File: config.mk
export PLATFORM = sky130hd
export DESIGN_NAME = word_packer
export DESIGN_NICKNAME = d
export VERILOG_FILES = /design/src/rtl/word_packer.sv
export SDC_FILE = /design/constraint.sdc
export NUM_CORES = 1
export LEC_CHECK = 0
export ABC_AREA = 1
export CAP_MARGIN = 20
export CORE_MARGIN = 5
export CORE_UTILIZATION = 50
export DETAILED_ROUTE_END_ITERATION = 8
export PLACE_DENSITY = 0.75
export SLEW_MARGIN = 40
export SYNTH_ARGS = -nofsm -noshare
export SYNTH_HDL_FRONTEND = slang
export SYNTH_SLANG_ARGS = --single-unit
File: constraint.sdc
create_clock -name clk -period 3 [get_ports clk]
set_input_delay 0.45 -clock clk [delete_from_list [all_inputs] [get_ports clk]]
set_output_delay 0.45 -clock clk [all_outputs]
set_load 0.05 [all_outputs]
File: src/rtl/word_packer.sv
// Byte-to-word packer: collects big-endian bytes into 32-bit words and supports flushing a partial word.
// With WORD_PACKER_COUNT_EN defined, a word_count output counts words transferred out.
module word_packer #(
  parameter int count_width = 32
) (
  input  logic                   clk,
  input  logic                   r,
  input  logic [7:0]             in_data,
  input  logic                   in_valid,
  output logic                   in_ready,
  input  logic                   flush,
  output logic [31:0]            out_data,
  output logic                   out_valid,
  input  logic                   out_ready,
  output logic [1:0]             out_bytes,
`ifdef WORD_PACKER_COUNT_EN
  output logic [count_width-1:0] word_count,
`endif
  output logic [1:0]             lane_dbg
);

  typedef enum logic [1:0] {
    L0 = 2'd0,
    L1 = 2'd1,
    L2 = 2'd2,
    L3 = 2'd3
  } lane_e;

  lane_e       lane_q;
  lane_e       lane_d;
  logic [23:0] staging_q;
  logic [23:0] staging_d;
  logic [31:0] out_data_q;
  logic [1:0]  out_bytes_q;
  logic        out_valid_q;

  logic slot_free;
  logic byte_xfer;
  logic out_xfer;
  logic word_done;
  logic flush_take;

  // Handshake: a byte moves when in_valid & in_ready, a word moves when
  // out_valid & out_ready. in_ready is combinational so there is no bubble.
  always_comb begin
    slot_free  = ~out_valid_q | out_ready;
    in_ready   = ~r & ~(flush & ~slot_free) & ((lane_q != L3) | slot_free);
    byte_xfer  = in_valid & in_ready;
    out_xfer   = out_valid_q & out_ready;
    lane_d     = lane_q;
    staging_d  = staging_q;
    word_done  = 1'b0;
    if (byte_xfer) begin
      case (lane_q)
        L0: begin
          staging_d[23:16] = in_data;
          lane_d           = L1;
        end
        L1: begin
          staging_d[15:8] = in_data;
          lane_d          = L2;
        end
        L2: begin
          staging_d[7:0] = in_data;
          lane_d         = L3;
        end
        default: begin
          word_done = 1'b1;
          lane_d    = L0;
          staging_d = '0;
        end
      endcase
    end
    // Flush looks at the lane after this cycle's byte, so a byte that
    // completes the word turns the flush into a no-op.
    flush_take = flush & slot_free & (lane_d != L0);
  end

  always_ff @(posedge clk) begin
    if (r) begin
      lane_q      <= L0;
      staging_q   <= '0;
      out_data_q  <= '0;
      out_bytes_q <= 2'b00;
      out_valid_q <= 1'b0;
    end else if (word_done) begin
      out_data_q  <= {staging_q, in_data};
      out_bytes_q <= 2'b00;
      out_valid_q <= 1'b1;
      lane_q      <= L0;
      staging_q   <= '0;
    end else if (flush_take) begin
      // Filled lane count equals the lane index after the byte.
      out_data_q  <= {staging_d, 8'h00};
      out_bytes_q <= lane_d;
      out_valid_q <= 1'b1;
      lane_q      <= L0;
      staging_q   <= '0;
    end else begin
      if (out_xfer) begin
        out_valid_q <= 1'b0;
      end
      lane_q    <= lane_d;
      staging_q <= staging_d;
    end
  end

  assign out_data  = out_data_q;
  assign out_bytes = out_bytes_q;
  assign out_valid = out_valid_q;
  assign lane_dbg  = lane_q;

`ifdef WORD_PACKER_COUNT_EN
  logic [count_width-1:0] word_count_q;

  always_ff @(posedge clk) begin
    if (r) begin
      word_count_q <= '0;
    end else if (out_xfer) begin
      word_count_q <= word_count_q + 1'b1;
    end
  end

  assign word_count = word_count_q;
`else
  logic [count_width-1:0] unused_count;
  assign unused_count = '0;
`endif

endmodule

Word-level counts from Yosys, hierarchy flattened
Cells that the tools add are included.
{"block": "totals", "ff_bits": 61, "input_bits": 13, "output_inout_bits": 38, "word_cells": 44}
{"block": "op_classes", "n_eq_ne": 3, "mux": 13, "bitwise_logic": 13, "reduce_logical": 10}
{"operator": "two-way mux 32 bit", "n": 2}
{"operator": "one-hot mux 8 bit (2 select lines)", "n": 3}
{"operator": "two-way mux 24 bit", "n": 1}
{"operator": "OR reduction 2 bit", "n": 4}
{"operator": "AND 1 bit", "n": 7}
{"operator": "one-hot mux 2 bit (3 select lines)", "n": 1}
{"operator": "OR reduction 3 bit", "n": 2}
{"operator": "two-way mux 1 bit", "n": 5}
{"operator": "inverter 1 bit", "n": 4}
{"operator": "nonzero test 2 bit", "n": 2}
{"operator": "nonzero test 3 bit", "n": 1}
{"operator": "== test 2 x 1 -> 1 bit (second input constant)", "n": 1}
{"operator": "== test 2 bit (second input constant)", "n": 1}
{"operator": "zero test 2 bit", "n": 1}
{"operator": "two-way mux 2 bit", "n": 1}
{"operator": "!= test 2 bit (second input constant)", "n": 1}
{"operator": "OR 1 bit", "n": 2}

Longest topological paths before layout
Gate-level depths: netlist (run 1).
{"block": "logic_depth", "ltp_word": 13, "depth_mapped": 13, "depth_no_buf": 11}

Worst setup path after synthesis (run 1)
No wires, ideal clock.
{"block": "synth_path", "path_kind": "flip-flop to flip-flop", "startpoint": "register lane_q[0], in the netlist lane_dbg[0]", "endpoint": "register lane_q[1], in the netlist lane_dbg[1]", "setup_time_ns": 0.116, "arrival_ns": 2.422, "t_required_ns": 2.884, "path_slack_ns": 0.463, "stages_incl_launch_ff": 12, "n_path_buf": 2, "synth_period_minus_slack_ns": 2.537, "cell_sequence": "dfxtp_1 -> clkinv_1 -> ha_1 -> buf_1 -> inv_1 -> nand4_1 -> nand3_2 -> nand2_2 -> nor2_4 -> nand2_2 -> buf_2 -> nor2_1"}
{"block": "synth_between", "elab_chain_cells": 8, "word_cells_on_any_way": 15, "cone_classes": "eq/ne: 3; mux: 4; bitwise: 4; reduce/logical: 4"}
{"element": "start: declaration", "line": "29", "text": "lane_e lane_q;"}
{"element": "start signal: assignment", "line": "103", "text": "lane_q <= lane_d;"}
{"element": "!= test 2 bit", "line": "47", "text": "in_ready = ~r & ~(flush & ~slot_free) & ((lane_q != L3) | slot_free);"}
{"element": "OR 1 bit", "line": "47"}
{"element": "AND 1 bit", "line": "47"}
{"element": "AND 1 bit", "line": "48", "text": "byte_xfer = in_valid & in_ready;"}
{"element": "two-way mux 2 bit", "line": "53", "text": "if (byte_xfer) begin"}
{"element": "nonzero test 2 bit", "line": "76", "text": "flush_take = flush & slot_free & (lane_d != L0);"}
{"element": "AND 1 bit", "line": "76"}
{"element": "OR reduction 3 bit (no line)"}
Several ways; a longest one is shown, not always the timed one.
A chain may end at the register's enable or synchronous reset.

Worst setup path in the final report (run 1)
{"block": "layout_path", "startpoint": "register lane_q[0], in the netlist lane_dbg[0]", "endpoint": "register staging_q[19]"}
{"block": "layout_between", "elab_chain_cells": 8, "word_cells_on_any_way": 18, "cone_classes": "eq/ne: 3; mux: 6; bitwise: 4; reduce/logical: 5"}
{"element": "!= test 2 bit", "line": "47"}
{"element": "OR 1 bit", "line": "47"}
{"element": "AND 1 bit", "line": "47"}
{"element": "AND 1 bit", "line": "48"}
{"element": "two-way mux 2 bit", "line": "53"}
{"element": "nonzero test 2 bit", "line": "76"}
{"element": "AND 1 bit", "line": "76"}
{"element": "OR reduction 3 bit (no line)"}
{"element": "end signal: assignment", "line": "104", "text": "staging_q <= staging_d;"}
{"element": "end: declaration", "line": "31", "text": "logic [23:0] staging_q;"}
Several ways; a longest one is shown, not always the timed one.

==> results of run 1 <==
## cells in the final DEF (no fill, tap or decap)
| master | netlist | final |
|---|---|---|
| nand2_1 | 170 | 170 |
| nor2_1 | 77 | 77 |
| dfxtp_1 | 61 | 61 |
| inv_1 | 54 | 54 |
| clkdlybuf4s50_1 | 0 | 49 |
| o21ai_0 | 40 | 40 |
| a21oi_1 | 27 | 27 |
| nand4_1 | 10 | 10 |
| nand3_1 | 10 | 10 |
| clkbuf_8 | 0 | 10 |
| buf_4 | 6 | 8 |
| ha_1 | 5 | 5 |
| inv_2 | 4 | 4 |
| nand3_2 | 4 | 4 |
| bufinv_16 | 0 | 3 |
| nor2_4 | 2 | 2 |
| nand2_2 | 2 | 2 |
| a21oi_2 | 2 | 2 |
| or2_2 | 2 | 2 |
| clkbuf_1 | 6 | 2 |
| clkinv_1 | 1 | 1 |
| nand3_4 | 1 | 1 |
| nor2_2 | 1 | 1 |
| clkinv_2 | 0 | 1 |
| buf_12 | 0 | 1 |
## through the flow
stage	cells	total power (W)	instance area, um^2	utilization (%)	hold slack, ps
final	622	0.00235	3910	65.0	447
after global routing	622	0.00246	3910	65.0	469
after CTS	622	0.00236	3910	65.0	449
after detailed placement	606	0.00146	3670	61.0	432
after global placement	606	0.00145	3670	61.0	431
after floorplan	497	0.00129	3150	-	471
## worst max-delay path: cells and delay by family (launching register included)
family,cells,cell delay [ps]
and+or+nand+nor,5,1030
AOI/OAI and AO/OA,1,300
adders and majority gates,1,450
DFF,1,420
buffers and inverters,2,280
## worst max-delay path by stage
stage | from | endpoint | cells after the start
6_report | lane_dbg[0]$_SDFF_PP0_ | staging_q[19]$_SDFF_PP0_ | 9
5_1_grt | lane_dbg[0]$_SDFF_PP0_ | staging_q[19]$_SDFF_PP0_ | 9
4_1_cts | lane_dbg[0]$_SDFF_PP0_ | staging_q[19]$_SDFF_PP0_ | 9
3_5_place_dp | r | staging_q[19]$_SDFF_PP0_ | 8
3_3_place_gp | r | staging_q[23]$_SDFF_PP0_ | 8
2_1_floorplan | lane_dbg[0]$_SDFF_PP0_ | lane_dbg[1]$_SDFF_PP0_ | 11
## kinds of logic (layout without fill, tap and decap cells)
kind of cell,Yosys count,in the layout,share of synthesized area [%]
flops,61,61,38.8
simple gates,279,279,36.6
buf+inv,83,133,11.4
fa+ha+maj,5,5,1.99
compound gates,69,69,11.2
## sequential cells by signal (all words and copies together), names as in the netlist
register	flops
lane_dbg	2
out_bytes	2
out_data	32
out_valid	1
staging_q	24
## power by group through the flow
| stage | sequential, W | combinational (W) | clock (W) |
|---|---|---|---|
| 6_report | 0.000889 | 0.000552 | 0.000904 |
| 5_1_grt | 0.000896 | 0.000606 | 0.000958 |
| 4_1_cts | 0.000890 | 0.000556 | 0.000909 |
| 3_5_place_dp | 0.000908 | 0.000553 | 0 |
| 3_3_place_gp | 0.000907 | 0.000547 | 0 |
| 2_1_floorplan | 0.00106 | 0.000235 | 0 |
## final cells by class
type | count | area, um^2
fillers | 572 | 2110
multi-input cells | 353 | 1570
flip-flops and latches | 61 | 1220
repair buffers | 58 | 571
inverters | 59 | 221
clock buffers | 12 | 145
clock inverters | 4 | 95.1
well taps | 75 | 93.8
## routing by layer
layer	vias up	global-route usage, %	share of wire, %	wire (um)
met5	-	0	0	0
met3	18	3.50	4.4	344
li1	1617	-	-	-
met1	1440	26.5	45	3480
met2	74	35.2	48	3710
met4	0	10.4	2.9	222
==> impl_results.md, run 1 <==
- Final Hold Viols: 0
- Final TNS setup: 0 ps
- Post-synth top cells: 170 x nand2_1, 77 x nor2_1, 61 x dfxtp_1
- FF+latch count, synth: 61
- Vias/cell: between 5 and 6
- CTS tree: yes
- RSZ-0062 raised after global routing: no
- HPWL Detailed: 5.48 mm
- Critical path class: reg2reg
- Place WS: 250 ps
- Clock Sinks: 61
- Max incr delay on CP: around 450 ps
- Pleak: 1.75 nW
- Yosys warns: 0
- Root buffer cell: clkbuf_8
- Initial antenna violation count: 0
- Highest Clock Rate: slightly below 400 MHz
- Post-synth top area cell: dfxtp_1
- Minimum clock period: about 2600 ps
- Share of the yosys chip area belonging to registers: between 30% and 40%
- Switching Fraction: 31.1%
- RR Endpoint: staging_q[19]$_SDFF_PP0_
- Most frequent cell on the critical path: nand2_2
- R2R depth: 9
- Max Root-Sink Buffers: 2
- Avg WL per Cell: between 10 and 15 um
- Combinational Power Share: a little under a quarter
- Area fraction of the dominant cell type after synthesis: around two fifths
- Crit-path slowest cell: ha_1
- Row cnt: 28
- Hold-fix buffers at CTS: 0
- Final nets: 560
- Synth Instances: around 500
- Die Wd: around 89 um
- Yosys cell types: 23
- Avg Inst Size Synth: approximately 6.3 um^2
- Pwr dens: ~600 nW/um^2
- R2r startpoint: lane_dbg[0]$_SDFF_PP0_
- GRT Overall Usage: approximately a fifth
- Clk pin slew, worst setup/hold paths: 70 ps
- Synth area leaders: dfxtp_1 39%, nand2_1 20%, nor2_1 9.2%
- Max transition margin: 62.7%
- EDFF count, synth: 0
- Tcrit/Tclk final: 85.3%
- Largest net degree at the start of global routing: 27
- Clock network fraction of total power: 38.6%
- Max-cap violation count: 0
- Post-Syn Area: 3150 um^2
- Hold Path Stages: 2
- Min-delay src: out_data[3]$_SDFFE_PP0P_
- Vias in the first global route: about 2.9k
- Status: complete, no violations
- Global-route wire length before repair: between 10 and 15 mm
- Vias: approximately 3.1k
- Worst Skew: approximately 10 ps
- Post_cts resized: 0
- Critical Path Source Type: flop
- 1st-iter DRT viols: about 220
- WP data required: about 3300 ps
- Worst-path fanout max: 26
- Path type of the worst min-delay path: reg2reg
- Max IR drop VDD: 360 uV
- Net load switching power: between 0.0007 and 0.0008 W
- 1st-pass router iterations: 5
- Setup violations, final: 0
- Hold EP: out_data[3]$_SDFFE_PP0P_
- Input/output buffers: 50
- Slew @ Worst Pin: approximately 560 ps
- Sequential share of power: a little under two fifths
- Int Pwr: ~0.0016 W
- Number of buffers created by CTS: 9
- Residual DRC: 0
- Crit. End Element: flop
- Post-CTS setup buffer count: 0
- Die height: approximately 89 um
- I/O pins: 51
- Final setup margin: 440 ps
- Register-to-register setup slack: 440 ps
- Clock latency on the worst-skew pair: between 300 and 400 ps
- CORE AREA: about 6000 um^2
- Post-synth top flop: dfxtp_1
- Count leader, synth: nand2_1
- CP Data Arrival Time: 2820 ps
- Die ar.: about 8000 um^2
- Post-synth ARST share: 0%
- Syn_nets: roughly 500
- Layout overhead on the synthesized area: 24.4%
- Cell Chain, Critical Path: clkinv_1 > ha_1 > inv_1 > nand4_1 > nand3_2 > nand2_2 > nor2_4 > nand2_2 > a21oi_1
- Post-Route WL: roughly 7.8 mm
- Initial Util: a little over half
- # diodes: 0
- Total grt overflow: 0
- Number of nets with antenna violations after routing: 0
- GP Congestion: roughly 0.83
- H-Tree Depth: 3
- Max Slew Vio Count: 0
- Fraction of layout instances using a drive strength above 1: under 10%
No activity file was read; power rests on OpenSTA's default activity.
==> run 2: changes to the inputs <==
DONT_BUFFER_PORTS = 1   (was default)
PLACE_DENSITY = default   (was 0.75)
==> impl_results.md, run 2 (same netlist as run 1, synthesis figures left out) <==
- Post-Route WL: slightly below 8 mm
- CP Data Arrival Time: around 2800 ps
- Status: complete, no violations
- Critical Path Source Type: flop
- CORE AREA: roughly 6000 um^2
- Crit. End Element: flop
- Setup violations, final: 0
- Largest net degree at the start of global routing: 29
- Initial Util: between 50% and 60%
- Worst-path fanout max: 28
- Max Slew Vio Count: 0
- Max reg flops: 32
- Minimum clock period: ~2500 ps
- Vias in the first global route: 2,720
- CTS tree: yes
- Final nets: 513
- Root buffer cell: clkbuf_8
- Commonest non-fill, non-tap cell in the layout: nand2_1
- Post_cts resized: 0
- Layout overhead on the synthesized area: 8.47%
- Vias/cell: between 4 and 5
- GP Congestion: ~0.8
- Pwr dens: between 600 and 700 nW/um^2
- Global-route wire length before repair: 12.9 mm
- Fill cell count: between 600 and 700
- Residual DRC: 0
- Hold-fix buffers at CTS: 0
- Die height: between 80 and 90 um
- Max incr delay on CP: around 340 ps
- 1st-iter DRT viols: ~190
- Max Root-Sink Buffers: 2
- Flip-flop and latch area: between 1000 and 1500 um^2
- Vias: between 2k and 3k
- Most frequent cells in the layout: 170 x nand2_1, 77 x nor2_1, 61 x dfxtp_1
- Post-CTS setup buffer count: 0
- Die Wd: roughly 89 um
- Pleak: ~1.6 nW
- Max-cap violation count: 0
- 1st-pass router iterations: 4
- Total grt overflow: 0
- Most frequent cell on the critical path: nand2_1
- GRT Overall Usage: 21.5%
- Tcrit/Tclk final: a little over four fifths
- I/O pins: slightly above 50
- Clk pin slew, worst setup/hold paths: about 70 ps
- Input/output buffers: 0
- Fin util: 56.6%
- Number of buffers created by CTS: 9
- Area of the multi-input gates: between 1500 and 2000 um^2
- HPWL Detailed: ~5.3 mm
- Max transition margin: 60.5%
- Fraction of layout instances using a drive strength above 1: under 10%
- Worst Skew: a little under 5 ps
- Max IR drop VDD: ~370 uV
- Number of nets with antenna violations after routing: 0
- Cell Chain, Critical Path: ha_1 > inv_2 > nand2_1 > nand2_1 > nand3_2 > nand2_1 > nand3_2 > nand3_2 > buf_4 > nand2_1 > nand2_1 > nor2_1
- H-Tree Depth: 3
- WP data required: about 3200 ps
- Cell family with most CP delay: simple AND/OR/NAND/NOR gates
- Avg WL per Cell: 13.4 um
- # diodes: 0
- Die ar.: roughly 8000 um^2
- Row cnt: 28
- Clock latency on the worst-skew pair: 340 ps
- Highest Clock Rate: ~400 MHz
- Path type of the worst min-delay path: in2reg
- Final Hold Viols: 0
- RSZ-0062 raised after global routing: no
- Buf/Inv on CP: 2
- Crit-path slowest cell: dfxtp_1
- Initial antenna violation count: 0
- Final TNS setup: 0 ps
- Critical path class: reg2reg
- Slew @ Worst Pin: slightly below 600 ps
- Clock Sinks: between 60 and 70
==> run 2: power breakdown <==
group / switching [W] / total (W) / internal (W)
clock: 0.000324 / 0.000838 / 0.000514
sequential: 0.000173 / 0.00103 / 0.000861
combinational: 0.000204 / 0.000301 / 0.0000967
==> run 2: area by class of cell <==
class                           count  area share (%)
Multi-Input combinational cell    353            45.9
Sequential cell                    61            35.8
Inverter                           59            6.49
Clock buffer                       13            4.66
Tap cell                           75            2.75
Timing Repair Buffer               11            2.42
Clock inverter                      3            1.98
==> run 2: path summary, 6_finish.rpt <==
check | startpoint | to | slack, ps | cells after the start
setup / recovery | lane_dbg[0]$_SDFF_PP0_ | out_data[31]$_SDFFE_PP0P_ | 470 | 12
hold reg to reg | staging_q[20]$_SDFF_PP0_ | staging_q[20]$_SDFF_PP0_ | 510 | 2
hold / removal | r | out_valid$_SDFFE_PP0P_ | 170 | 1
setup reg to reg | lane_dbg[0]$_SDFF_PP0_ | out_data[31]$_SDFFE_PP0P_ | 470 | 12
==> run 2: metrics by stage <==
stage / area (um^2) / std cells / total power (W) / setup WS (ps) / hold slack (ps)
floorplan: 3150 / 497 / 0.00129 / 463 / 471
global placement: 3190 / 559 / 0.00135 / 493 / 492
detailed placement: 3190 / 559 / 0.00136 / 496 / 501
CTS: 3410 / 575 / 0.00219 / 465 / 149
global route: 3410 / 575 / 0.00229 / 213 / 156
finish: 3410 / 575 / 0.00217 / 473 / 165
==> run 2: worst register-to-register path, delay by kind of cell (launching register included) <==
family / cells / cell delay (ps)
buffers and inverters: 2 / 380
adders and majority gates: 1 / 230
DFF: 1 / 340
and+or+nand+nor: 9 / 1490
==> run 2: routing by layer <==
layer / GRT usage (%) / part of all wire, % / up-vias
met5: 0 / 0 / -
met4: 10.1 / 2.3 / 0
met3: 4.61 / 5.5 / 17
met2: 36.1 / 48 / 64
met1: 26.2 / 45 / 1238
li1: - / - / 1526
==> RTL edit (flow settings as in run 2) <==
Build with the macro `WORD_PACKER_COUNT_EN` defined.
--- a/src/rtl/word_packer.sv
+++ b/src/rtl/word_packer.sv
@@ -2,2 +2,4 @@
 // With WORD_PACKER_COUNT_EN defined, a word_count output counts words transferred out.
+`define WORD_PACKER_COUNT_EN
+
 module word_packer #(
Behaviour (old outputs only; new: word_count): unchanged (Yosys induction, for registers that start in step).
==> RTL edit against run 2 <==
Synthesized area up 54%. Global-route usage decreased by 0.13 points. Highest routed layer unchanged. Largest power group unchanged. Critical path type unchanged. Worst setup slack got worse by 0.12 ns. Cell area grew 52%. Wire length up 56%. Total power grew 17%. Final cell count rose by 58%. Count of clock-buffer cells in the layout fell by 2. Sequential cell count increased by 32. Sequential power rose by 43%. Die area grew 47%. Hold slack got worse by 0.012 ns.
==> RTL edit: results <==
metrics = {
    "yosys": {
        "synthAdderAreaFrac_pct": 1.55,
        "synthTopCellsByArea": "dfxtp_1, nand2_1, nor2_1",
        "synth_xor_area_share_pct": 1.27,
        "muxShareOfSynthArea_pct": 0,
        "synth_cell_types": 29,
        "synth_compound_area_share_pct": 9.84,
        "synth_common_cells": "nand2_1, nor2_1, inv_1",
        "seq_area_frac_synth_pct": 38.4,
        "async_flop_share_pct": 0,
        "syn_inst": 767,
    },
    "finish": {
        "diodes": 0,
        "final_nets": 789,
        "final_layout_size_suffix_gt1_share_pct": 7.48,
        "final.fill_count": 1014,
    },
    "drt": {
        "num_vias": 4485,
        "wl_met1_um": 5300,
        "wl_met3_um": 855,
        "dr_wl_met2_um": 5740,
        "routedWlPerCell_um": 13.3,
        "drt_iter0_drc": 216,
        "finalWirelength_um": 12100,
        "drt_first_pass_iters": 5,
    },
    "run_status": {
        "status": "finished, final reports clean",
    },
    "placed_design": {
        "post-place-ws_ns": 0.366,
        "dp.cells": 892,
        "place_hpwl_um": 8830,
        "routabilityCongestion": 0.840,
    },
    "power_and_ir_drop": {
        "switchingPower_w": 0.000851,
        "switching_share_pct": 33.5,
        "leakage_nw": 2.16,
        "ir_drop_mv": 0.241,
        "pg_comb_w": 0.000337,
        "p_seq_share_pct": 57.9,
    },
    "global_route": {
        "globalRouteTotalUtil_pct": 21.4,
        "grtUsageMet2_pct": 37.1,
        "grtUsageMet3_pct": 4.90,
        "first_global_vias": 4196,
        "grt_max_degree": 38,
        "grt_pass1_wl_um": 20000,
        "met1_usage_pct": 25.8,
    },
    "critical_path": {
        "cp_slowest_cell": "nand3_2",
        "crit_fanout": 35,
        "endpoint": "out_data[26]",
        "cp.arrival_ns": 2.94,
        "max_stage_delay_ns": 0.64,
        "crit_family": "simple AND/OR/NAND/NOR gates",
    },
    "timing": {
        "tightest_slew_ns": 0.676,
        "skew_ns": 0.00807,
        "layout_setup_ws_ns": 0.354,
    },
    "clock_network": {
        "htreeDepth": 3,
        "cts_buffer_depth": 2,
        "clk_pin_slew_ns": 0.09,
        "insertion_delay_ns": 0.36,
    },
    "hold_path": {
        "min_to": "word_count[30]",
        "min_from": "r",
    },
}
RTL edit: cell types whose count changed after synthesis, moves of 5 or more:
cell | run 2 | this run
a21oi_1 | 27 | 40
buf_2 | 7 | 16
buf_4 | 6 | 0
dfxtp_1 | 61 | 93
inv_1 | 54 | 98
nand2_1 | 170 | 244
nand3_1 | 10 | 29
nand3b_1 | 0 | 7
nor2_1 | 77 | 119
nor2_2 | 1 | 12
nor3_1 | 0 | 5
o21ai_0 | 40 | 51
xor2_1 | 0 | 6
RTL edit: area by class of cell:
type | count | share of cell area [%]
Multi-Input combinational cell | 546 | 47.7
Sequential cell | 93 | 36.0
Inverter | 101 | 7.32
Tap cell | 133 | 3.21
Timing Repair Buffer | 19 | 2.75
Clock buffer | 11 | 2.54
Clock inverter | 5 | 0.532
RTL edit: metrics by stage:
stage	hold slack, ns	utilization (%)	area (sq um)
finish	0.153	54.0	5180
CTS	0.129	54.0	5180
global route	0.123	54.0	5180
detailed placement	0.502	52.3	5020
floorplan	0.472	-	4850
global placement	0.490	52.3	5020
